### src/rtl/spi_cmd_queue_if.sv
// Command/response handshake bundle between user logic (master) and spi_cmd_queue (slave).
interface spi_cmd_queue_if;
    logic        cmd_valid;
    logic        cmd_ready;
    logic [1:0]  cmd_mode;
    logic [15:0] cmd_data;
    logic        rsp_valid;
    logic        rsp_ready;
    logic [15:0] rsp_data;
    logic        rsp_err;

    modport master (
        output cmd_valid, cmd_mode, cmd_data, rsp_ready,
        input  cmd_ready, rsp_valid, rsp_data, rsp_err
    );

    modport slave (
        input  cmd_valid, cmd_mode, cmd_data, rsp_ready,
        output cmd_ready, rsp_valid, rsp_data, rsp_err
    );
endinterface

### src/rtl/spi_cmd_queue.sv
// spi_cmd_queue: FIFO-buffered command front-end for spi_master with a watchdog on spi_done.
// Define SPI_CMD_GAP_EN to insert GAP_CYCLES idle cycles after every response handshake.
module spi_cmd_queue #(
    parameter int FIFO_DEPTH  = 8,
    parameter int FIFO_AW     = 3,
    parameter int TIMEOUT_CYC = 4096,
    parameter int GAP_CYCLES  = 50
) (
    input  logic             sys_clk,
    input  logic             sys_rst,
    spi_cmd_queue_if.slave   cmd_if,
    output logic             busy,
    output logic [FIFO_AW:0] fifo_level,
    output logic             spi_en,
    output logic [1:0]       spi_mode,
    output logic [15:0]      spi_sdata,
    input  logic             spi_done,
    input  logic [15:0]      spi_rdata
);

    localparam int TO_W = (TIMEOUT_CYC > 2) ? $clog2(TIMEOUT_CYC) : 1;

    if ((1 << FIFO_AW) != FIFO_DEPTH || FIFO_DEPTH < 2 || FIFO_DEPTH > 64 ||
        TIMEOUT_CYC < 2 || GAP_CYCLES < 1) begin : g_bad_params
        $error("spi_cmd_queue: invalid parameter combination");
    end

    typedef enum logic [2:0] {
        S_IDLE,
        S_LAUNCH,
        S_WAIT,
        S_RESP
`ifdef SPI_CMD_GAP_EN
        , S_GAP
`endif
    } state_t;

    state_t             state;
    logic [17:0]        mem [FIFO_DEPTH];
    logic [FIFO_AW-1:0] wr_ptr;
    logic [FIFO_AW-1:0] rd_ptr;
    logic [FIFO_AW:0]   count;
    logic [TO_W-1:0]    to_cnt;
    logic               rsp_valid_q;
    logic [15:0]        rsp_data_q;
    logic               rsp_err_q;
    logic               push;
    logic               pop;

`ifdef SPI_CMD_GAP_EN
    localparam int GAP_W = (GAP_CYCLES > 1) ? $clog2(GAP_CYCLES) : 1;
    logic [GAP_W-1:0]   gap_cnt;
`endif

    // cmd_ready is forced low while reset is held so every output reads 0 in reset
    assign cmd_if.cmd_ready = !sys_rst && (count < (FIFO_AW+1)'(FIFO_DEPTH));
    assign push             = cmd_if.cmd_valid && cmd_if.cmd_ready;
    assign pop              = (state == S_IDLE) && (count != '0);
    assign fifo_level       = count;
    assign busy             = (state != S_IDLE) || (count != '0);
    assign cmd_if.rsp_valid = rsp_valid_q;
    assign cmd_if.rsp_data  = rsp_data_q;
    assign cmd_if.rsp_err   = rsp_err_q;

    always_ff @(posedge sys_clk) begin
        if (push) begin
            mem[wr_ptr] <= {cmd_if.cmd_mode, cmd_if.cmd_data};
        end
    end

    always_ff @(posedge sys_clk) begin
        if (sys_rst) begin
            wr_ptr <= '0;
            rd_ptr <= '0;
            count  <= '0;
        end else begin
            if (push) wr_ptr <= wr_ptr + 1'b1;
            if (pop)  rd_ptr <= rd_ptr + 1'b1;
            case ({push, pop})
                2'b10:   count <= count + 1'b1;
                2'b01:   count <= count - 1'b1;
                default: count <= count;
            endcase
        end
    end

    // Timeout fires when the counter would step onto TIMEOUT_CYC-1; a coincident spi_done wins
    always_ff @(posedge sys_clk) begin
        if (sys_rst) begin
            state       <= S_IDLE;
            spi_en      <= 1'b0;
            spi_mode    <= '0;
            spi_sdata   <= '0;
            to_cnt      <= '0;
            rsp_valid_q <= 1'b0;
            rsp_data_q  <= '0;
            rsp_err_q   <= 1'b0;
`ifdef SPI_CMD_GAP_EN
            gap_cnt     <= '0;
`endif
        end else begin
            spi_en <= 1'b0;
            case (state)
                S_IDLE: begin
                    if (pop) begin
                        {spi_mode, spi_sdata} <= mem[rd_ptr];
                        spi_en                <= 1'b1;
                        state                 <= S_LAUNCH;
                    end
                end
                S_LAUNCH: begin
                    to_cnt <= '0;
                    state  <= S_WAIT;
                end
                S_WAIT: begin
                    if (spi_done) begin
                        rsp_data_q  <= spi_rdata;
                        rsp_err_q   <= 1'b0;
                        rsp_valid_q <= 1'b1;
                        state       <= S_RESP;
                    end else if (to_cnt == TO_W'(TIMEOUT_CYC - 2)) begin
                        rsp_data_q  <= '0;
                        rsp_err_q   <= 1'b1;
                        rsp_valid_q <= 1'b1;
                        state       <= S_RESP;
                    end else begin
                        to_cnt <= to_cnt + 1'b1;
                    end
                end
                S_RESP: begin
                    if (cmd_if.rsp_ready) begin
                        rsp_valid_q <= 1'b0;
`ifdef SPI_CMD_GAP_EN
                        gap_cnt     <= '0;
                        state       <= S_GAP;
`else
                        state       <= S_IDLE;
`endif
                    end
                end
`ifdef SPI_CMD_GAP_EN
                S_GAP: begin
                    if (gap_cnt == GAP_W'(GAP_CYCLES - 1)) begin
                        state <= S_IDLE;
                    end else begin
                        gap_cnt <= gap_cnt + 1'b1;
                    end
                end
`endif
                default: state <= S_IDLE;
            endcase
        end
    end

endmodule

### src/flat_wrapper.sv
// flat-port wrapper written by rule: the top's interface ports become plain ports
module spi_cmd_queue_flat 
#(
    parameter int FIFO_DEPTH  = 8,
    parameter int FIFO_AW     = 3,
    parameter int TIMEOUT_CYC = 4096,
    parameter int GAP_CYCLES  = 50
)
  (sys_clk, sys_rst, busy, fifo_level, spi_en, spi_mode, spi_sdata, spi_done, spi_rdata, cmd_if_cmd_valid, cmd_if_cmd_mode, cmd_if_cmd_data, cmd_if_rsp_ready, cmd_if_cmd_ready, cmd_if_rsp_valid, cmd_if_rsp_data, cmd_if_rsp_err);
  spi_cmd_queue_if cmd_if_i ();
  input  logic sys_clk;
  input  logic sys_rst;
  output logic busy;
  output logic [FIFO_AW:0] fifo_level;
  output logic spi_en;
  output logic [1:0] spi_mode;
  output logic [15:0] spi_sdata;
  input  logic spi_done;
  input  logic [15:0] spi_rdata;
  input wire logic [$bits(cmd_if_i.cmd_valid)-1:0] cmd_if_cmd_valid;
  input wire logic [$bits(cmd_if_i.cmd_mode)-1:0] cmd_if_cmd_mode;
  input wire logic [$bits(cmd_if_i.cmd_data)-1:0] cmd_if_cmd_data;
  input wire logic [$bits(cmd_if_i.rsp_ready)-1:0] cmd_if_rsp_ready;
  output wire logic [$bits(cmd_if_i.cmd_ready)-1:0] cmd_if_cmd_ready;
  output wire logic [$bits(cmd_if_i.rsp_valid)-1:0] cmd_if_rsp_valid;
  output wire logic [$bits(cmd_if_i.rsp_data)-1:0] cmd_if_rsp_data;
  output wire logic [$bits(cmd_if_i.rsp_err)-1:0] cmd_if_rsp_err;
  assign cmd_if_i.cmd_valid = cmd_if_cmd_valid;
  assign cmd_if_i.cmd_mode = cmd_if_cmd_mode;
  assign cmd_if_i.cmd_data = cmd_if_cmd_data;
  assign cmd_if_i.rsp_ready = cmd_if_rsp_ready;
  assign cmd_if_cmd_ready = cmd_if_i.cmd_ready;
  assign cmd_if_rsp_valid = cmd_if_i.rsp_valid;
  assign cmd_if_rsp_data = cmd_if_i.rsp_data;
  assign cmd_if_rsp_err = cmd_if_i.rsp_err;
  spi_cmd_queue #(.FIFO_DEPTH(FIFO_DEPTH), .FIFO_AW(FIFO_AW), .TIMEOUT_CYC(TIMEOUT_CYC), .GAP_CYCLES(GAP_CYCLES)) u_core (.sys_clk(sys_clk), .sys_rst(sys_rst), .cmd_if(cmd_if_i), .busy(busy), .fifo_level(fifo_level), .spi_en(spi_en), .spi_mode(spi_mode), .spi_sdata(spi_sdata), .spi_done(spi_done), .spi_rdata(spi_rdata));
endmodule
### config.mk
export PLATFORM = sky130hd
export DESIGN_NAME = spi_cmd_queue_flat
export DESIGN_NICKNAME = d
export VERILOG_FILES = /design/src/rtl/spi_cmd_queue_if.sv /design/src/rtl/spi_cmd_queue.sv /design/src/flat_wrapper.sv
export SDC_FILE = /design/constraint.sdc
export NUM_CORES = 1
export LEC_CHECK = 0
export CAP_MARGIN = 15
export CORE_ASPECT_RATIO = 1.2
export CORE_MARGIN = 5
export CORE_UTILIZATION = 50
export CTS_CLUSTER_SIZE = 12
export DETAILED_ROUTE_END_ITERATION = 16
export PLACE_DENSITY_LB_ADDON = 0.08
export SYNTH_ARGS = -nofsm -noshare
export SYNTH_HDL_FRONTEND = slang
export SYNTH_SLANG_ARGS = --single-unit
### constraint.sdc
create_clock -name sys_clk -period 4.2 [get_ports sys_clk]
set_input_delay 0.84 -clock sys_clk [delete_from_list [all_inputs] [get_ports sys_clk]]
set_output_delay 0.84 -clock sys_clk [all_outputs]
set_load 0.005 [all_outputs]
==> reports/results.tsv, run 1 <==
stage	metric	value	unit
routing	antenna_left	0	
synthesis	synth.most_common_cell	edfxtp_1	
synthesis	netlist_area	8090	sq um
job	cap_violations	0	
timing	slew_viol_final	0	
cts	clockBufferDepth	3	
routing	viasPerCell	5.63	
timing	finalSetupViolations	0	
timing	clock-skew-final	0.0137	ns
grt	antenna_found_initial	0	
placed_design	dpl_worst_slack	0.705	ns
cts	cts_sinks	205	
floorplan	io_pins	82	
power_and_ir_drop	leakage	0.00317	uW
timing	slew_headroom	28.9	%
routing	num_vias	4615	
synthesis	syn_inst	500	
synthesis	synth_nets	550	
status	status	finished clean	
cts	h-tree-depth	1	
grt	grt_remaining_overflow	0	
critical_path	r2r_slack	1.43	ns
power_and_ir_drop	powerDensity	552	nW/um^2
floorplan	num_rows	51	
cts	post_cts_buffers	0	
timing	tightest_slew	1.06	ns
layout	drive_gt1_share	14.1	%
routing	dr.pass1.iters	4	
timing	period_share	70.9	%
synthesis	ys_top_cells_by_count	edfxtp_1 (144), dfxtp_1 (61), nor2_1 (37)	
routing	drt_iter0_markers	295	
synthesis	synth_edf_count	144	
synthesis	async_flop_share	0	%
layout	fillCellCount	1254	
timing	period_needed	2.98	ns
timing	finalHoldViolations	0	
placed_design	port-buffer-count	81	
routing	wl	16000	microns
floorplan	die-area	18800	sq um
layout	diodes	0	
timing	rsz0062_at_grt	no	
synthesis	avgSynthCellArea	16.2	sq um
synthesis	yosysWarnings	0	
synthesis	ys_ff_latch	205	
critical_path	required	4.62	ns
min_path	min_path_type	flop to flop	
cts	clk_latency	0.50	ns
floorplan	chipHeight	149	microns
power_and_ir_drop	p_total	5400	uW
floorplan	design.core.area	16100	sq um
layout	final_net_count	642	
timing	setup_ws	1.22	ns
synthesis	synth_top_area_share	53.5	%
timing	setup_tns	0	ns
grt	globalRouteTotalUtil	17.2	%
layout	final_util	60.9	%
floorplan	die_w	126	microns
synthesis	synth-main-ff-cell	edfxtp_1	
critical_path	crit_type	input pin to flop	
critical_path	critical_path_arrival	3.40	ns
cts	cts_tree	done	
critical_path	end_kind	flop	
placed_design	gp_congestion	0.783	
synthesis	ys_seq_area_share	68.6	%
cts	cts_hold_buf	0	
grt	grt_pass1_wl	25600	microns
placed_design	dp_hpwl	9550	microns
critical_path	critical_path.max_fanout	6	
grt	grt_pass1_vias	4780	
critical_path	start_kind	input pin	
cts	cts-root-buf	clkbuf_16	
cts	cts_resized	0	
cts	cts.reportedPaths.clkPinSlew	0.06	ns
layout	syn2layout_area_growth	21.1	%
synthesis	synth.distinct_cells	55	
synthesis	synth_top_area_cell	edfxtp_1	
synthesis	synth_area_leaders	edfxtp_1 (53%), dfxtp_1 (15%), mux4_2 (10%)	
power_and_ir_drop	ir_drop	364	uV
routing	drc_errors	0	
floorplan	start_util	50.3	%
cts	cts_buffers	22	
routing	wl_per_cell	19.5	microns
timing	max_clock_freq	336	MHz
grt	grt_max_degree	50	
[layout make-up]
class / count / area, sq um / area share, %
clock inverter: 5 / 23.8 / 0.243
tap: 212 / 265 / 2.71
multi-input combinational: 258 / 2380 / 24.3
sequential: 205 / 5550 / 56.6
timing repair buffer: 95 / 911 / 9.30
inverter: 10 / 37.5 / 0.383
clock buffer: 35 / 631 / 6.44
[critical path, cell delays in order]
cell and delay [ns]:
clkdlybuf4s50_1 0.45, nor3b_1 0.59, inv_1 0.18, ha_1 0.30, xor2_1 0.16, ha_1 0.19, a21oi_1 0.16, xor2_1 0.09
or3_1 0.31, a21oi_1 0.14
[routing by layer]
| metal | global-route usage [%] | part of all wire (%) |
|---|---|---|
| met1 | 22.1 | 42 |
| met5 | 0 | 0 |
| met2 | 29.9 | 52 |
| met3 | 3.19 | 4.1 |
| met4 | 4.94 | 1.7 |
[registers in the layout (all words and copies together) (netlist names)]
signal,cells
u_core.mem,144
u_core.cmd_if.rsp_data,16
u_core.spi_sdata,16
u_core.to_cnt,12
u_core.fifo_level,4
u_core.rd_ptr,3
u_core.wr_ptr,3
u_core.spi_mode,2
u_core.state,2
u_core.cmd_if.rsp_err,1
u_core.cmd_if.rsp_valid,1
u_core.spi_en,1
[final timing paths]
path                        start                    to  cells past startpoint
max reg2reg  u_core.fifo_level[0]  u_core.fifo_level[2]                     10
max              cmd_if_cmd_valid  u_core.fifo_level[2]                     10
min reg2reg      u_core.rd_ptr[1]      u_core.rd_ptr[1]                      2
min              u_core.rd_ptr[1]      u_core.rd_ptr[1]                      2
[logic make-up (layout without fill, tap and decap cells)]
kind of cell	count (synthesis)	after routing	share of synthesized area, %
AND/OR/NAND/NOR	104	104	6.88
multiplexers	56	56	12.5
flip-flops	205	205	68.6
adder cells (fa/ha/maj)	11	11	1.70
AO/OA/AOI/OAI	81	81	7.59
XOR/XNOR	6	6	0.650
buffers and inverters	37	145	2.12
[layout by cell type (no fill, tap or decap), types with 10 or more instances in the layout]
cell             count
nand2b_1            10
clkbuf_16           23
nand3_1             11
clkdlybuf4s50_1     80
nor2_1              37
mux2i_1             20
edfxtp_1           144
a21oi_1             13
buf_4               14
a22o_1              16
dfxtp_1             60
inv_1               10
ha_1                11
mux4_2              36
clkbuf_1            11
nand2_1             16
a211oi_1            19
[through the flow]
step | hold WS, ns | cells | area [sq um]
3_5_place_dp | 0.464 | 780 | 9140
5_1_grt | 0.491 | 820 | 9800
2_1_floorplan | 0.457 | 500 | 8090
3_3_place_gp | 0.449 | 780 | 9140
4_1_cts | 0.473 | 820 | 9800
6_report | 0.472 | 820 | 9800
[where the power goes]
group          total (uW)  internal (uW)  leakage, uW  switching, uW
clock network        1750           1030     0.000312            727
logic                1220            627      0.00106            591
registers            2430           2310      0.00180            122
total                5400           3960      0.00317           1440
Power figures use the tool's default switching activity.
==> run 2, diff against run 1 <==
Clock period 4.2 ns to 2.6 ns, I/O delays scaled along.
==> run 2 against run 1 <==
  * Combinational power is 79% higher
  * Non-clock buffer count up 20
  * Routed wire length shrank 0.88%
  * Clock power increased by 71%
  * Register-to-register slack worse by 1.2 ns
  * Clock-buffer cell count grew 2
  * Global-route usage decreased by 0.28 points
  * Critical endpoint is now u_core.fifo_level[3]
  * Largest cell class unchanged
==> reports/results.tsv, run 2 (synthesis results as in run 1) <==
stage	metric	value	unit	change
status	status	finished clean		
critical_path	critical-path-top-delay-family	simple AND/OR/NAND/NOR gates		
floorplan	die-area	18800	sq um	unchanged
grt	grt_pass1_vias	4777		-0.063%
cts	cts_sinks	205		unchanged
critical_path	cp-startpoint	u_core.fifo_level[3]		
cts	clockBufferDepth	3		unchanged
grt	grt_max_degree	50		unchanged
cts	cts_resized	0		unchanged
power_and_ir_drop	leakage	0.00332	uW	+4.8%
layout	final_area	10100	sq um	+2.9%
grt	globalRouteTotalUtil	16.9	%	-0.28 points
timing	slew_headroom	51.2	%	+22 points
layout	largest_register_ffs	144		unchanged
routing	drt_iter0_markers	323		+9.5%
layout	regMostFlops	u_core.mem		
timing	period_share	90.7	%	
cts	h-tree-depth	1		unchanged
placed_design	port-buffer-count	81		unchanged
grt	antenna_found_initial	0		unchanged
timing	finalSetupViolations	0		unchanged
critical_path	rr_startpoint	u_core.fifo_level[3]		
placed_design	dpl_worst_slack	-0.0997	ns	-0.804 ns
routing	viasPerCell	5.57		-1.0%
power_and_ir_drop	ir_drop	537	uV	+48%
min_path	min_path_type	flop to flop		
layout	final_net_count	662		+3.1%
cts	cts_tree	done		
cts	cts_hold_buf	0		unchanged
critical_path	crit_type	flop to flop		
floorplan	die_w	126	microns	unchanged
timing	setup_ws	0.242	ns	-0.979 ns
layout	mostFrequentLayoutCell	edfxtp_1		
cts	clk_latency	0.49	ns	about the same
critical_path	start_kind	flop		
critical_path	max_stage_delay	0.36	ns	-0.23 ns
job	cap_violations	0		unchanged
critical_path	cp.buffers_inverters	2		unchanged
cts	cts.reportedPaths.clkPinSlew	0.06	ns	about the same
layout	syn2layout_area_growth	24.7	%	
timing	tightest_slew	0.731	ns	-0.331 ns
routing	drc_errors	0		unchanged
layout	final_cell_mix	edfxtp_1 (144), clkdlybuf4s50_1 (80), dfxtp_1 (60), nor2_1 (37), mux4_2 (36)		
critical_path	critical_path.max_fanout	15		+9
layout	diodes	0		unchanged
cts	cts-root-buf	clkbuf_16		
timing	rsz0062_at_grt	no		
timing	slew_viol_final	0		unchanged
placed_design	gp_congestion	0.790		+0.82%
cts	post_cts_buffers	0		unchanged
cts	cts_buffers	22		unchanged
routing	num_vias	4679		+1.4%
floorplan	chipHeight	149	microns	unchanged
routing	wl	15800	microns	-0.88%
critical_path	slowest_stage	ha_1		
timing	period_needed	2.36	ns	
routing	wl_per_cell	18.8	microns	-3.2%
routing	antenna_left	0		unchanged
floorplan	start_util	50.3	%	unchanged
grt	grt_remaining_overflow	0		unchanged
grt	grt_pass1_wl	25400	microns	-0.81%
timing	max_clock_freq	424	MHz	
critical_path	critical_path_arrival	2.78	ns	-0.62 ns
placed_design	dp_hpwl	10100	microns	+6.0%
critical_path	required	3.02	ns	-1.60 ns
layout	drive_gt1_share	17.5	%	+3.4 points
timing	finalHoldViolations	0		unchanged
timing	setup_tns	0	ns	unchanged
timing	holdWs	0.477	ns	+0.00501 ns
routing	dr.pass1.iters	4		unchanged
floorplan	design.core.area	16100	sq um	unchanged
floorplan	io_pins	82		unchanged
placed_design	place_area	9380	sq um	+2.6%
power_and_ir_drop	powerDensity	896	nW/um^2	+62%
min_path	worstHoldStart	u_core.cmd_if.rsp_data[9]		
timing	clock-skew-final	0.0111	ns	-0.00257 ns
critical_path	end_kind	flop		
floorplan	num_rows	51		unchanged
critical_path	worstPathCellList	nor4_1 > nand2b_1 > inv_1 > buf_4 > ha_1 > nor4b_1 > o21ai_0 > a21o_1 > a21oi_1		
[run 2: changes by cell type in the layout (fill, tap and decap cells not counted)]
| cell | delta |
|---|---|
| clkbuf_1 | -1 |
| clkbuf_8 | +2 |
| clkinv_1 | -3 |
| bufinv_16 | +1 |
| clkinvlp_4 | -1 |
| clkbuf_4 | +1 |
| buf_4 | +13 |
| clkinv_4 | +1 |
| buf_12 | +7 |
[run 2: worst register-to-register path, delay by kind of cell (launching register included)]
family	cells	cell delay [ns]
and+or+nand+nor	3	0.88
AOI/OAI and AO/OA	3	0.45
adders and majority gates	1	0.36
DFF	1	0.31
buffers and inverters	2	0.29
[run 2: per-layer routing]
metal  GRT usage [%]  routed length (microns)  up-vias
li1                -                        -     2210
met1            22.0                     6720     2324
met2            29.4                     8060      117
met3            3.15                      789       28
met4            4.18                      260        0
met5               0                        0        -
[run 2: worst paths after layout]
kind,cells after the start,slack [ns],endpoint
hold reg to reg,1,0.48,u_core.cmd_if.rsp_data[9]
setup / recovery,9,0.24,u_core.fifo_level[3]
hold / removal,1,0.48,u_core.cmd_if.rsp_data[9]
setup reg to reg,9,0.24,u_core.fifo_level[3]
[run 2: final cells by class]
type	count	area [sq um]
clock buffers	37	662
clock inverters	3	43.8
fillers	1192	5990
inverters	10	37.5
multi-input cells	258	2380
flip-flops and latches	205	5550
well taps	212	265
repair buffers	115	1150
[run 2: where the power goes]
part	internal (uW)	leakage, uW	switching [uW]	total (uW)
registers	3730	0.00180	137	3870
clock network	1830	0.000344	1160	2990
logic	1150	0.00118	1030	2180
[run 2: metrics by stage]
step	instances	total power (uW)	util, %
floorplan	500	5270	-
global placement	800	6090	58.3
detailed placement	800	6150	58.3
CTS	840	9150	62.7
global route	840	9520	62.7
finish	840	9030	62.7
